$ cat src/rtl/fetch_unit_pkg.sv
// fetch_unit_pkg: shared state encoding and constants for the fetch stage.
package fetch_unit_pkg;
    typedef enum logic [1:0] {
        REQ  = 2'd0,
        WAIT = 2'd1,
        HOLD = 2'd2,
        HALT = 2'd3
    } fetch_state_t;
    localparam logic [31:0] NOP_INSTR        = 32'h0000_0013;
    localparam logic [31:0] DEFAULT_RESET_PC = 32'h0000_0000;
endpackage

$ cat src/rtl/fetch_timeout_ctr.sv
// fetch_timeout_ctr: 16-bit saturating wait counter; o_expired flags that this enabled cycle reaches LIMIT.
module fetch_timeout_ctr #(
    parameter int unsigned LIMIT = 255
) (
    input  logic clk,
    input  logic rst,
    input  logic i_clr,
    input  logic i_en,
    output logic o_expired
);
    logic [15:0] r_count;
    logic [16:0] w_next;
    assign w_next    = {1'b0, r_count} + 17'd1;
    assign o_expired = w_next >= 17'(LIMIT);
    always_ff @(posedge clk) begin
        if (rst || i_clr)
            r_count <= '0;
        else if (i_en && !w_next[16])
            r_count <= w_next[15:0];
    end
endmodule

$ cat src/rtl/fetch_unit.sv
// fetch_unit: PC register and single-outstanding instruction fetch with misalignment and timeout trapping.
module fetch_unit
    import fetch_unit_pkg::*;
#(
    parameter logic [31:0] RESET_PC       = DEFAULT_RESET_PC,
    parameter int unsigned TIMEOUT_CYCLES = 255
) (
    input  logic        clk,
    input  logic        rst,
    input  logic [31:0] next_pc,
    input  logic        retire,
    output logic        imem_req_valid,
    input  logic        imem_req_ready,
    output logic [31:0] imem_req_addr,
    input  logic        imem_resp_valid,
    input  logic [31:0] imem_resp_data,
    output logic        instr_valid,
    output logic [31:0] instr,
    output logic [31:0] pc_address,
    output logic        fetch_err,
    output logic [31:0] instret
);
    fetch_state_t r_state, w_state_nxt;
    logic [31:0]  r_pc, w_pc_nxt;
    logic [31:0]  r_instr, w_instr_nxt;
    logic         r_instr_valid, w_instr_valid_nxt;
    logic         r_err, w_err_nxt;
    logic [31:0]  r_instret, w_instret_nxt;
    logic         w_clr, w_en, w_expired;

    fetch_timeout_ctr #(.LIMIT(TIMEOUT_CYCLES)) u_timeout (
        .clk       (clk),
        .rst       (rst),
        .i_clr     (w_clr),
        .i_en      (w_en),
        .o_expired (w_expired)
    );

    always_ff @(posedge clk) begin
        if (rst) begin
            r_state       <= REQ;
            r_pc          <= RESET_PC;
            r_instr       <= NOP_INSTR;
            r_instr_valid <= 1'b0;
            r_err         <= 1'b0;
            r_instret     <= '0;
        end else begin
            r_state       <= w_state_nxt;
            r_pc          <= w_pc_nxt;
            r_instr       <= w_instr_nxt;
            r_instr_valid <= w_instr_valid_nxt;
            r_err         <= w_err_nxt;
            r_instret     <= w_instret_nxt;
        end
    end

    always_comb begin
        w_state_nxt       = r_state;
        w_pc_nxt          = r_pc;
        w_instr_nxt       = r_instr;
        w_instr_valid_nxt = r_instr_valid;
        w_err_nxt         = r_err;
        w_instret_nxt     = r_instret;
        w_clr             = 1'b0;
        w_en              = 1'b0;
        case (r_state)
            REQ: begin
                w_clr       = imem_req_ready;
                w_state_nxt = imem_req_ready ? WAIT : REQ;
            end
            WAIT: begin
                w_en = !imem_resp_valid;
                if (imem_resp_valid) begin
                    w_instr_nxt       = imem_resp_data;
                    w_instr_valid_nxt = 1'b1;
                    w_state_nxt       = HOLD;
                end else if (w_expired) begin
                    w_err_nxt   = 1'b1;
                    w_state_nxt = HALT;
                end
            end
            HOLD: begin
                if (retire) begin
                    w_instret_nxt     = r_instret + 32'd1;
                    w_instr_valid_nxt = 1'b0;
                    // A misaligned target still retires the current instruction but never loads.
                    if (next_pc[1:0] == 2'b00) begin
                        w_pc_nxt    = next_pc;
                        w_state_nxt = REQ;
                    end else begin
                        w_err_nxt   = 1'b1;
                        w_state_nxt = HALT;
                    end
                end
            end
            default: w_instr_valid_nxt = 1'b0;
        endcase
    end

    assign imem_req_valid = (r_state == REQ) && !rst;
    assign imem_req_addr  = r_pc;
    assign pc_address     = r_pc;
    assign instr          = r_instr;
    assign instr_valid    = r_instr_valid;
    assign fetch_err      = r_err;
    assign instret        = r_instret;
endmodule

$ cat config.mk
export PLATFORM = sky130hd
export DESIGN_NAME = fetch_unit
export DESIGN_NICKNAME = d
export VERILOG_FILES = /design/src/rtl/fetch_unit_pkg.sv /design/src/rtl/fetch_timeout_ctr.sv /design/src/rtl/fetch_unit.sv
export SDC_FILE = /design/constraint.sdc
export NUM_CORES = 1
export LEC_CHECK = 0
export ABC_CLOCK_PERIOD_IN_PS = 2400
export CAP_MARGIN = 20
export CELL_PAD_IN_SITES_DETAIL_PLACEMENT = 1
export CELL_PAD_IN_SITES_GLOBAL_PLACEMENT = 1
export CORE_MARGIN = 2
export CORE_UTILIZATION = 31
export DETAILED_ROUTE_END_ITERATION = 8
export PLACE_DENSITY = 0.85
export SLEW_MARGIN = 20
export SYNTH_ARGS = -nofsm -noshare
export SYNTH_HDL_FRONTEND = slang
export SYNTH_SLANG_ARGS = --single-unit
$ cat constraint.sdc
create_clock -name clk -period 2.4 [get_ports clk]
set_input_delay 0.24 -clock clk [delete_from_list [all_inputs] [get_ports clk]]
set_output_delay 0.24 -clock clk [all_outputs]
set_load 0.01 [all_outputs]
==> results of run 1 <==
-- worst max-delay path, delay by kind of cell (launching register included) --
kind / cells / cell delay, ns
AO/OA/AOI/OAI: 1 / 0.33
buffers and inverters: 1 / 0.09
adder cells (fa/ha/maj): 1 / 0.22
AND/OR/NAND/NOR: 3 / 0.79
flip-flops: 1 / 0.43
XOR/XNOR: 1 / 0.18
-- worst min-delay path by stage --
stage / startpoint / end / cells after the start
finish: imem_resp_data[17] / instr[17]$_SDFFE_PP0P_ / 3
CTS: next_pc[21] / imem_req_addr[21]$_SDFFE_PP0P_ / 3
detailed placement: instr[30]$_SDFFE_PP0P_ / instr[30]$_SDFFE_PP0P_ / 2
global route: next_pc[21] / imem_req_addr[21]$_SDFFE_PP0P_ / 3
global placement: instr[12]$_SDFFE_PP0P_ / instr[12]$_SDFFE_PP0P_ / 2
floorplan: imem_resp_data[0] / instr[0]$_SDFFE_PP1P_ / 2
-- Yosys cell counts (all sizes together), types with 3 or more instances --
| master | number |
|---|---|
| dfxtp | 116 |
| inv | 9 |
| and3 | 8 |
| xnor2 | 19 |
| mux2i | 4 |
| nand4 | 14 |
| nor2b | 4 |
| and2 | 3 |
| buf | 42 |
| or3 | 7 |
| a21oi | 66 |
| o21ai | 8 |
| nand2 | 149 |
| nand3b | 3 |
| xor2 | 28 |
| nor3 | 13 |
| nor4 | 4 |
| clkbuf | 21 |
| nor2 | 57 |
| o31ai | 3 |
| ha | 7 |
| nand3 | 18 |
-- final cells by class --
class / instances / area [µm²]
clock buffer: 23 / 468
tap: 216 / 270
inverter: 9 / 33.8
timing repair buffer: 212 / 2090
clock inverter: 9 / 104
multi-input combinational: 435 / 2380
sequential: 116 / 2320
fill: 1906 / 8330
-- per-layer routing --
metal	GRT usage, %	vias to the layer above	routed length, µm	share of wire, %
met2	33.1	129	8210	53
met5	0	-	0	0
met4	7.17	0	279	1.8
li1	-	2365	-	-
met3	5.11	20	836	5.4
met1	20.4	2274	6240	40
-- cell families (layout without fill, tap and decap cells) --
group | count (synthesis) | after routing
AOI/OAI and AO/OA | 88 | 88
buffers and inverters | 72 | 253
muxes | 4 | 4
and+or+nand+nor | 289 | 289
xor gates and xnor gates | 47 | 47
DFF | 116 | 116
adders and majority gates | 7 | 7
-- power by group through the flow --
stage                     Combinational, mW  Clock [mW]  Sequential, mW
after detailed placement              0.648           0            2.09
after global placement                0.640           0            2.08
after CTS                             0.650        2.52            2.05
after global routing                  0.712        2.61            2.06
after floorplan                       0.281           0            2.11
final                                 0.638        2.45            2.05
-- sequential cells by signal (all words and copies together) (netlist names) --
register and count:
imem_req_addr 32, r_state 2, instr 32, instr_valid 1, u_timeout.r_count 16, fetch_err 1, instret 32
==> metrics.yaml, run 1 <==
outcome:
  outcome: "completed"
timing:
  rsz0062_at_grt: "false"
  tns_ns: 0
  hold_violations: 0
  min_period_ns: 2.17
  fin_skew_ns: 0.0107
  fmax_mhz: 461
  setup_viol: 0
  setup_slack_ns: 0.229
  relSlewSlack_pct: 57.7
  period_share_pct: 90.5
  hold_slack_ns: 0.374
  tightest_slew_ns: 0.634
  drv_slew: 0
critical_path:
  crit_type: "reg -> reg"
  slowest_delay_ns: 0.57
  cp-start-kind: "register"
  critPathMaxFanout: 9
  ff2ff_setup_slack_ns: 0.23
  worstPathRequired_ns: 2.67
  reg2regPathDepth: 7
  cp_cell_sequence: "ha_1, inv_1, or4_4, o21a_1, nand4_1, xor2_1, nor2_1"
  critPathSlowestCell: "or4_4"
  worstReg2RegEnd: "u_timeout.r_count[13]$_SDFFE_PP0P_"
  cp-startpoint: "u_timeout.r_count[1]$_SDFFE_PP0P_"
  crit_path_end: "u_timeout.r_count[13]$_SDFFE_PP0P_"
  arrival_ns: 2.44
  crit_path_end_kind: "register"
  worst_r2r_startpoint: "u_timeout.r_count[1]$_SDFFE_PP0P_"
layout:
  final_common_cell: "clkdlybuf4s50_1"
  syn2layout_area_growth_pct: 50.2
  nets: 867
  drive_gt1_share_pct: 6.84
  fin_area_mm2: 0.00767
  layout_common_cells: "198 x clkdlybuf4s50_1, 149 x nand2_1, 116 x dfxtp_1"
  stdcell_count: 1020
  antenna_cells: 0
  post-route-util_pct: 47.9
place:
  placed_area_mm2: 0.00710
  place_hpwl_um: 11400
  gp_congestion: 0.783
  dp_cells: 988
  post-place-ws_ns: 0.268
  numPortBuffers: 199
logic_synthesis:
  synth_top_family_by_area: "simple AND/OR/NAND/NOR gates"
  synth_area_leaders: "dfxtp_1 45%, nand2_1 11%, a21oi_1 6.4%"
  synth_ff_type: "dfxtp_1"
  synth_compound_area_share_pct: 10.0
  synth.avg_cell_area_um2: 8.20
  synth.net_count: 699
  syn-cell-area_mm2: 0.00511
  synth.largest_area_cell: "dfxtp_1"
  synth_top_cell_area_share_pct: 45.5
  synth_edf_count: 0
  synthArstFlopShare_pct: 0
  synth_seq_area_share_pct: 45.5
  synth_mux_area_share_pct: 0.784
  postSynthCellCount: 623
  synthSimpleGateAreaFrac_pct: 26.0
  ys_ff_latch: 116
  yosys_warnings: 0
  synth_fa_ha_area_share_pct: 1.72
  synth-xor-area-share_pct: 8.06
  synth.distinct_cells: 46
global_route:
  grt_first_pass_wirelength_um: 25700
  grt_max_degree: 62
  grt_usage_pct: 18.3
  overflow: 0
  antenna_found_initial: 0
  grt_pass1_vias: 4893
floorplan:
  ios: 200
  die_h_um: 132
  die-area_mm2: 0.0175
  initial_core_util_pct: 31.9
  die_x_um: 132
  fp-row-count: 46
  core_area_mm2: 0.0160
power_and_ir_drop:
  p_leak_nw: 2.66
  power_mw: 5.13
  seq_power_share_pct: 39.9
  ir_drop_v: 0.000491
  switching_share_pct: 24.0
  p_int_mw: 3.90
  pwr-share-clk_pct: 47.7
  power.density_mw_per_mm2: 669
  p_sw_mw: 1.23
  combPwrFrac_pct: 12.4
clocking:
  cts_tree: "done"
  clockBufferDepth: 2
  cts.repair.resized: 0
  cts_max_level: 4
  postCtsSetupRepairBufs: 0
  root_buffer: "clkbuf_16"
  cts_inserted_buffers: 17
  clkTransAtPathRegs_ns: 0.05
  insertion_delay_ns: 0.41
  clock-sinks: 116
  ctsHoldBuffers: 0
routing:
  ant_nets: 0
  via_count: 4788
  avgRoutedWirePerCell_um: 15.3
  drt_iter0_markers: 157
  firstDrtPassIters: 5
  remaining_drc_errors: 0
  drt_wl_total_um: 15600
  vias_per_cell: 4.69
job:
  max_cap_violations: 0
worst_hold_path:
  holdCritPathClass: "in -> reg"
(Power assumes the default switching activity.)
==> inputs of run 2 (changes only) <==
--- a/config.mk
+++ b/config.mk
@@ -11,6 +11,7 @@
 export CELL_PAD_IN_SITES_GLOBAL_PLACEMENT = 1
 export CORE_MARGIN = 2
 export CORE_UTILIZATION = 31
+export CTS_CLUSTER_SIZE = 12
 export DETAILED_ROUTE_END_ITERATION = 8
 export PLACE_DENSITY = 0.85
 export SLEW_MARGIN = 20
==> results of run 2 <==
No change in the layout: final DEF, timing and power equal those of run 1.
==> inputs of run 3 (changes only) <==
--- a/config.mk
+++ b/config.mk
@@ -6,7 +6,6 @@
 export NUM_CORES = 1
 export LEC_CHECK = 0
 export ABC_CLOCK_PERIOD_IN_PS = 2400
-export CAP_MARGIN = 20
 export CELL_PAD_IN_SITES_DETAIL_PLACEMENT = 1
 export CELL_PAD_IN_SITES_GLOBAL_PLACEMENT = 1
 export CORE_MARGIN = 2
@@ -14,6 +13,7 @@
 export CTS_CLUSTER_SIZE = 12
 export DETAILED_ROUTE_END_ITERATION = 8
 export PLACE_DENSITY = 0.85
+export SKIP_LAST_GASP = 1
 export SLEW_MARGIN = 20
 export SYNTH_ARGS = -nofsm -noshare
 export SYNTH_HDL_FRONTEND = slang
==> results of run 3 <==
No change in the layout: final DEF, timing and power equal those of run 1.
